`config.mk`:
```
export PLATFORM = sky130hd
export DESIGN_NAME = soma_sub_sequencer
export DESIGN_NICKNAME = d
export VERILOG_FILES = /design/src/rtl/soma_sub_pkg.sv /design/src/rtl/seg7_signed_decoder.sv /design/src/rtl/soma_sub_sequencer.sv
export SDC_FILE = /design/constraint.sdc
export NUM_CORES = 1
export LEC_CHECK = 0
export ABC_AREA = 0
export CAP_MARGIN = 20
export CORE_MARGIN = 3
export CORE_UTILIZATION = 24
export CTS_CLUSTER_SIZE = 16
export DETAILED_ROUTE_END_ITERATION = 6
export GPL_ROUTABILITY_DRIVEN = 0
export GPL_TIMING_DRIVEN = 0
export PLACE_DENSITY = 0.45
export SLEW_MARGIN = 15
export SYNTH_ARGS = -nofsm -noshare
export SYNTH_HDL_FRONTEND = slang
export SYNTH_SLANG_ARGS = --single-unit
```
`constraint.sdc`:
```
create_clock -name clk_2 -period 8 [get_ports clk_2]
set_input_delay 2.4 -clock clk_2 [delete_from_list [all_inputs] [get_ports clk_2]]
set_output_delay 2.4 -clock clk_2 [all_outputs]
set_load 0.03 [all_outputs]
```
`src/rtl/soma_sub_pkg.sv`:
```
// Shared types and constants for the signed 4-bit add/subtract sequencer.
package soma_sub_pkg;

    localparam int NBITS_OPND = 4;

    typedef enum logic [1:0] {
        LOAD_A = 2'b00,
        LOAD_B = 2'b01,
        EXEC   = 2'b10,
        SHOW   = 2'b11
    } state_t;

    localparam logic OP_ADD = 1'b0;
    localparam logic OP_SUB = 1'b1;

    localparam logic [6:0] SEG_0   = 7'h3F;
    localparam logic [6:0] SEG_1   = 7'h06;
    localparam logic [6:0] SEG_2   = 7'h5B;
    localparam logic [6:0] SEG_3   = 7'h4F;
    localparam logic [6:0] SEG_4   = 7'h66;
    localparam logic [6:0] SEG_5   = 7'h6D;
    localparam logic [6:0] SEG_6   = 7'h7D;
    localparam logic [6:0] SEG_7   = 7'h07;
    localparam logic [6:0] SEG_8   = 7'h7F;
    localparam logic [6:0] SEG_ERR = 7'h79;

    function automatic logic [6:0] digit_pattern(input logic [NBITS_OPND-1:0] mag);
        case (mag)
            4'd0:    digit_pattern = SEG_0;
            4'd1:    digit_pattern = SEG_1;
            4'd2:    digit_pattern = SEG_2;
            4'd3:    digit_pattern = SEG_3;
            4'd4:    digit_pattern = SEG_4;
            4'd5:    digit_pattern = SEG_5;
            4'd6:    digit_pattern = SEG_6;
            4'd7:    digit_pattern = SEG_7;
            4'd8:    digit_pattern = SEG_8;
            default: digit_pattern = SEG_ERR;
        endcase
    endfunction

endpackage

```
`src/rtl/seg7_signed_decoder.sv`:
```
// Sign-plus-digit 7-segment decoder for a 4-bit two's-complement value.
module seg7_signed_decoder
    import soma_sub_pkg::*;
(
    input  logic [NBITS_OPND-1:0] i_value,
    input  logic                  i_err,
    output logic [7:0]            o_seg
);

    logic [NBITS_OPND-1:0] w_mag;

    // -8 negates to 4'b1000, which reads correctly as unsigned 8
    always_comb begin
        w_mag = i_value[NBITS_OPND-1] ? (~i_value + 4'd1) : i_value;
        if (i_err) begin
            o_seg = {1'b0, SEG_ERR};
        end else begin
            o_seg = {i_value[NBITS_OPND-1], digit_pattern(w_mag)};
        end
    end

endmodule

```
`src/rtl/soma_sub_sequencer.sv`:
```
// Operand load / execute / show sequencer for the signed 4-bit add/subtract datapath.
// Optional enter debounce filter compiled in with SOMA_SUB_DEBOUNCE_EN (adds DEBOUNCE_CYCLES).
module soma_sub_sequencer
    import soma_sub_pkg::*;
#(
    parameter int unsigned SHOW_CYCLES = 0
`ifdef SOMA_SUB_DEBOUNCE_EN
    , parameter int unsigned DEBOUNCE_CYCLES = 4
`endif
) (
    input  logic                  clk_2,
    input  logic                  reset_n,
    input  logic [NBITS_OPND-1:0] swi_operand,
    input  logic                  swi_op,
    input  logic                  btn_enter,
    output logic [7:0]            seg,
    output logic [7:0]            led,
    output logic                  busy,
    output logic                  overflow
);

    state_t                r_state;
    state_t                w_state_nxt;
    logic                  r_sync1;
    logic                  r_sync2;
    logic                  r_prev;
    logic                  w_level;
    logic                  w_enter;
    logic [NBITS_OPND-1:0] r_a;
    logic [NBITS_OPND-1:0] r_b;
    logic [NBITS_OPND-1:0] r_result;
    logic                  r_op;
    logic                  r_overflow;
    logic [31:0]           r_timer;
    logic                  w_timeout;
    logic [NBITS_OPND:0]   w_sum;
    logic [NBITS_OPND-1:0] w_disp_val;
    logic                  w_disp_err;

    always_ff @(posedge clk_2 or negedge reset_n) begin
        if (!reset_n) begin
            r_sync1 <= 1'b0;
            r_sync2 <= 1'b0;
            r_prev  <= 1'b0;
        end else begin
            r_sync1 <= btn_enter;
            r_sync2 <= r_sync1;
            r_prev  <= w_level;
        end
    end

`ifdef SOMA_SUB_DEBOUNCE_EN
    localparam int unsigned DB_LAST = (DEBOUNCE_CYCLES > 1) ? DEBOUNCE_CYCLES - 1 : 0;

    logic [31:0] r_db_cnt;
    logic        r_filt;

    // Filtered level flips only after DEBOUNCE_CYCLES consecutive differing samples
    always_ff @(posedge clk_2 or negedge reset_n) begin
        if (!reset_n) begin
            r_db_cnt <= '0;
            r_filt   <= 1'b0;
        end else if (r_sync2 == r_filt) begin
            r_db_cnt <= '0;
        end else if (r_db_cnt >= DB_LAST) begin
            r_filt   <= r_sync2;
            r_db_cnt <= '0;
        end else begin
            r_db_cnt <= r_db_cnt + 32'd1;
        end
    end

    assign w_level = r_filt;
`else
    assign w_level = r_sync2;
`endif

    assign w_enter   = w_level & ~r_prev;
    assign w_timeout = (SHOW_CYCLES != 0) && (r_timer == SHOW_CYCLES - 1);
    assign w_sum     = (r_op == OP_SUB) ? ({r_a[NBITS_OPND-1], r_a} - {r_b[NBITS_OPND-1], r_b})
                                        : ({r_a[NBITS_OPND-1], r_a} + {r_b[NBITS_OPND-1], r_b});

    always_ff @(posedge clk_2 or negedge reset_n) begin
        if (!reset_n) begin
            r_state <= LOAD_A;
        end else begin
            r_state <= w_state_nxt;
        end
    end

    always_comb begin
        w_state_nxt = r_state;
        case (r_state)
            LOAD_A:  if (w_enter) w_state_nxt = LOAD_B;
            LOAD_B:  if (w_enter) w_state_nxt = EXEC;
            EXEC:    w_state_nxt = SHOW;
            SHOW:    if (w_enter || w_timeout) w_state_nxt = LOAD_A;
            default: w_state_nxt = LOAD_A;
        endcase
    end

    always_ff @(posedge clk_2 or negedge reset_n) begin
        if (!reset_n) begin
            r_a        <= '0;
            r_b        <= '0;
            r_op       <= 1'b0;
            r_result   <= '0;
            r_overflow <= 1'b0;
            r_timer    <= '0;
        end else begin
            case (r_state)
                LOAD_A: if (w_enter) r_a <= swi_operand;
                LOAD_B: if (w_enter) begin
                    r_b  <= swi_operand;
                    r_op <= swi_op;
                end
                EXEC: begin
                    r_result   <= w_sum[NBITS_OPND-1:0];
                    r_overflow <= w_sum[NBITS_OPND] ^ w_sum[NBITS_OPND-1];
                    r_timer    <= '0;
                end
                SHOW: if (r_timer != '1) r_timer <= r_timer + 32'd1;
                default: ;
            endcase
        end
    end

    assign w_disp_val = (r_state == SHOW) ? r_result : swi_operand;
    assign w_disp_err = (r_state == SHOW) && r_overflow;

    seg7_signed_decoder u_dec (
        .i_value (w_disp_val),
        .i_err   (w_disp_err),
        .o_seg   (seg)
    );

    assign led      = {r_result, r_overflow, r_op, r_state};
    assign busy     = (r_state == EXEC);
    assign overflow = r_overflow;

endmodule

```
# Yosys cells after proc, flatten, opt, wreduce, memory -nomap -nowiden

Memory sizes are Yosys's and may differ from the RTL's.
Cells that the tools add are included.

Input bits: 8
Bits in read-only memories: 112
Word-level logic and storage cells: 36
Memories: 1
Register bits after elaboration: 19

Add/sub/neg operators: 3
Reductions and logical operators: 5
Equality and inequality tests: 6
Bitwise logic cells: 4
Mux-type cells: 8

Memory list:

| memory           | words | bits a word | read ports | clocked after memory_dff | write ports | RTL line           | text |
|---|---|---|---|---|---|---|---|
| (name not given) | 16    | 7           | 1          | 0                        | 0           | soma_sub_pkg.sv:28 | `case (mag)` |

Operators with widths:

| operator                                       | count |
|---|---|
| two-way mux 4 bit                              | 2 |
| two-way mux 8 bit                              | 1 |
| case mux 2 bit (4 select lines)                | 1 |
| two-way mux 2 bit                              | 3 |
| inequality test 2 bit (second input constant)  | 3 |
| adder 4 x 4 -> 5 bit                           | 1 |
| two-way mux 5 bit                              | 1 |
| subtractor 4 x 4 -> 5 bit                      | 1 |
| adder 4 x 1 -> 4 bit (second input constant)   | 1 |
| == test 2 bit (second input constant)          | 2 |
| inverter 4 bit                                 | 1 |
| AND reduction 2 bit                            | 2 |
| AND reduction 3 bit                            | 1 |
| == test 2 x 1 -> 1 bit (second input constant) | 1 |
| logical NOT 2 bit                              | 1 |
| AND 1 bit                                      | 1 |
| logical AND 1 bit                              | 1 |
| inverter 1 bit                                 | 1 |
| bitwise XOR 1 bit                              | 1 |

# Longest topological paths before layout

An unclocked memory read counts as a cell.

Depth after elaboration: 7
Mapped depth: 11

# Hierarchy

From an unflattened synthesis, not the netlist that was laid out.

Cells, all modules: 120
Area total of the unflattened synthesis: 1315.0 µm²

Modules (own cells, without submodules):

| module              | area an instance (µm²) | instances | cells each | seq. area each (µm²) |
|---|---|---|---|---|
| soma_sub_sequencer  | 1081.0                 | 1         | 88         | 475.5 |
| seg7_signed_decoder | 234.0                  | 1         | 32         | 0.0 |

# Worst setup path after synthesis

Ideal clock, no wire load.

Path type: input to output
Start point: input swi_operand[0]
End point: output seg[5]
Required time: 5.600 ns
Arrival: 4.391 ns
Stages on the path: 9
Path slack: 1.209 ns
Buffers on the path: 0
Path through: mux2_2 inv_1 ha_1 a21oi_1 or3_1 inv_1 ha_1 and2_1 o21ai_0

Word-level cells in the longest chain between the ends: 6

Ends and longest elaborated chain:

| what                    | RTL line                  | text |
|---|---|---|
| start, declared         | soma_sub_sequencer.sv:13  | `input logic [NBITS_OPND-1:0] swi_operand,` |
| two-way mux 4 bit (*)   | soma_sub_sequencer.sv:128 | `assign w_disp_val = (r_state == SHOW) ? r_result : swi_operand;` |
| inverter 4 bit          | seg7_signed_decoder.sv:14 | `w_mag = i_value[NBITS_OPND-1] ? (~i_value + 4'd1) : i_value;` |
| adder 4 x 1 -> 4 bit    | seg7_signed_decoder.sv:14 |  |
| two-way mux 4 bit (*)   | seg7_signed_decoder.sv:14 |  |
| memory (16 x 7 bit) (*) | n/a                       |  |
| two-way mux 8 bit (*)   | seg7_signed_decoder.sv:15 | `if (i_err) begin` |
| end, declared           | soma_sub_sequencer.sv:16  | `output logic [7:0] seg,` |

Mark *: on every way between the ends. The rest lies on a longest branch, timed or not.

# Final worst setup path

Start point: input swi_operand[0]
End point: output seg[1]

The elaborated chain is that of the path after synthesis.

==> flow_summary.ini <==
[hold_path]
hold_end = r_sync2
hold_start = r_sync1
hp-class = reg -> reg
hold_depth = 0

[detailed_routing]
antenna_left = 0
routed_wl_mm = 2.90
drc = 0
via_per_inst = 4.34
drtIter0Drc = 58
detailroute.via_count = 1008
first_pass_iters = 4
wl_per_cell_um = 12.5

[critical_path]
ff2ff_setup_slack_ns = 5.54
cp_data_arrival_time_ns = 5.33
cp.required_ns = 5.60
end_kind = primary output
timing.rr.end = overflow
critPathKind = in -> out
start_kind = input port
rr_startpoint = r_b[0]
r2r_cells = 10
critPathMaxFanout = 5

[cells_and_area]
final_nets = 189
diodes = 0
postLayoutCellArea_mm2 = 0.00175
syn2layout_area_growth_pct = 28.3
drive_gt1_share_pct = 16.7
utilization_pct = 33.0
fillCellCount = 559
seq_area_um2 = 475
multi_input_area_um2 = 808

[synthesis]
yosysSeqAreaShare_pct = 34.9
yosys_register_bits = 19
synthesis.area_mm2 = 0.00136
synth_cells = 133
synth_edf_count = 0
synth_flop_cell = dfrtp_1
ys_types = 33
syn_area_per_cell_um2 = 10.3
synth_top_area_share_pct = 34.9
ys_warn_count = 0
synthesis.nets = 159
synth_area_leaders = dfrtp_1, ha_1, mux2_2
yosys.area.top_type = dfrtp_1
async_flop_share_pct = 100

[clocking]
root_buffer = clkbuf_8
cts_hold_buffers = 0
cts_tree = yes
clockBufferDepth = 2
cts_resized = 0
cts.sinks = 19
htree_num_levels = 1
worstSkewPairLatency_ns = 0.26
clkTransAtPathRegs_ns = 0.08
post-cts-setup-buffers = 0
numCtsBuffers = 3

[timing]
relSlewSlack_pct = 39.8
setup_viol = 0
min_period_over_period_pct = 96.6
worstMarginPinSlew_ns = 0.901
fmax_mhz = 129
post-route-min-period_ns = 7.73
tns_ns = 0
hold_violations = 0
slew_violations = 0
finalClockSkew_ns = 0.00678
rsz0062_at_grt = no

[floorplanning]
dieWidth_um = 81.4
die_h_um = 81.4
io_pins = 26
row_count = 26
dieArea_mm2 = 0.00662
core_area_mm2 = 0.00530
initial_core_util_pct = 25.7

[grt]
grt_pass1_wl_mm = 4.84
grtUsageTotal_pct = 9.68
antenna_found_initial = 0
grt_overflow = 0
grt_pass1_vias = 1022
grt_start_max_net_pins = 20

[placed_design]
portBuffers = 25
hpwl_mm = 2.33
placed_cell_area_mm2 = 0.00170

[status]
run_status = completed

[flow_run]
cap_viol_max_count = 0
-- sequential cells by signal, summed over array words and instances, names as in the netlist --
signal / count
r_a: 4
r_b: 4
r_result: 4
r_state: 2
overflow: 1
r_op: 1
r_prev: 1
r_sync1: 1
r_sync2: 1
-- cell type report --
type	instances	share of cell area, %
timing repair buffer	25	14.3
multi-input combinational	96	46.2
inverter	13	2.79
sequential	19	27.2
tap	70	5.00
buffer	5	1.79
clock inverter	1	0.429
clock buffer	3	2.36
-- synth_stat cells (all sizes together), types with 3 or more instances --
master,n
nand2,9
a21oi,7
nor3,5
mux2,16
nor2b,5
xnor2,6
ha,17
o21ai,6
dfrtp,19
nor2,6
buf,4
mux2i,3
inv,13
-- logic make-up (layout without fill, tap and decap cells) --
kind of cell	count (synthesis)	in the layout	share of synthesized area, %
muxes	19	19	15.7
AOI/OAI and AO/OA	20	20	9.27
DFF	19	19	34.9
adders and majority gates	18	18	17.1
buffers and inverters	18	47	5.87
and+or+nand+nor	31	31	11.1
xor gates and xnor gates	8	8	6.15
-- layout by cell type (no fill, tap or decap) --
master and count:
clkinvlp_4 1, xor2_1 1, or3_1 1, mux2_2 15
ha_1 17, inv_1 13, buf_4 3, o21ai_0 4
nor2_1 6, fa_1 1, nand2_1 9, o21a_1 1
a21oi_1 7, nand2b_1 1, or2_1 1, mux2_4 1
a21o_1 1, dfrtp_1 19, a21o_2 1, clkbuf_8 3
nor2b_1 5, nor3_1 5, and2_1 1, clkbuf_1 1
xnor2_1 6, o311a_1 1, o21ai_1 1, buf_2 1
nor4_1 1, o211ai_1 2, clkdlybuf4s50_1 25, a31o_2 1
xnor3_1 1, nor3b_1 1, mux2i_1 3, o21ai_2 1
-- stage by stage --
step                setup slack, ns  hold WS [ns]  std cells
floorplan                      1.21         0.331        133
CTS                           0.265         0.361        232
global placement              0.293         0.338        228
finish                        0.270         0.355        232
global route                  0.114         0.373        232
detailed placement            0.286         0.342        228
-- how the worst max path moves through the flow --
| stage | end | slack (ns) | cells after the start | start |
|---|---|---|---|---|
| 3_5_place_dp | seg[1] | 0.29 | 11 | swi_operand[0] |
| 6_report | seg[1] | 0.27 | 11 | swi_operand[0] |
| 2_1_floorplan | seg[5] | 1.21 | 9 | swi_operand[0] |
| 4_1_cts | seg[1] | 0.27 | 11 | swi_operand[0] |
| 3_3_place_gp | seg[1] | 0.29 | 11 | swi_operand[0] |
| 5_1_grt | seg[1] | 0.11 | 11 | swi_operand[0] |
-- metal layers --
metal	track usage (%)	routed length [µm]	vias to the layer above
met5	0	0	-
met2	16.0	1390	23
met4	4.05	39	0
met3	2.22	114	2
li1	-	-	510
met1	12.0	1360	473
-- worst max-delay path: stages --
cell,delay (ns)
clkdlybuf4s50_1,0.53
mux2_2,0.23
inv_1,0.12
ha_1,0.30
a21oi_1,0.03
or3_1,0.39
inv_1,0.14
ha_1,0.26
a21oi_1,0.14
o21a_1,0.13
clkdlybuf4s50_1,0.66
Power is left out: the tool's default activity adds up to more than one toggle a clock period on the data nets, which glitch-free logic cannot reach.
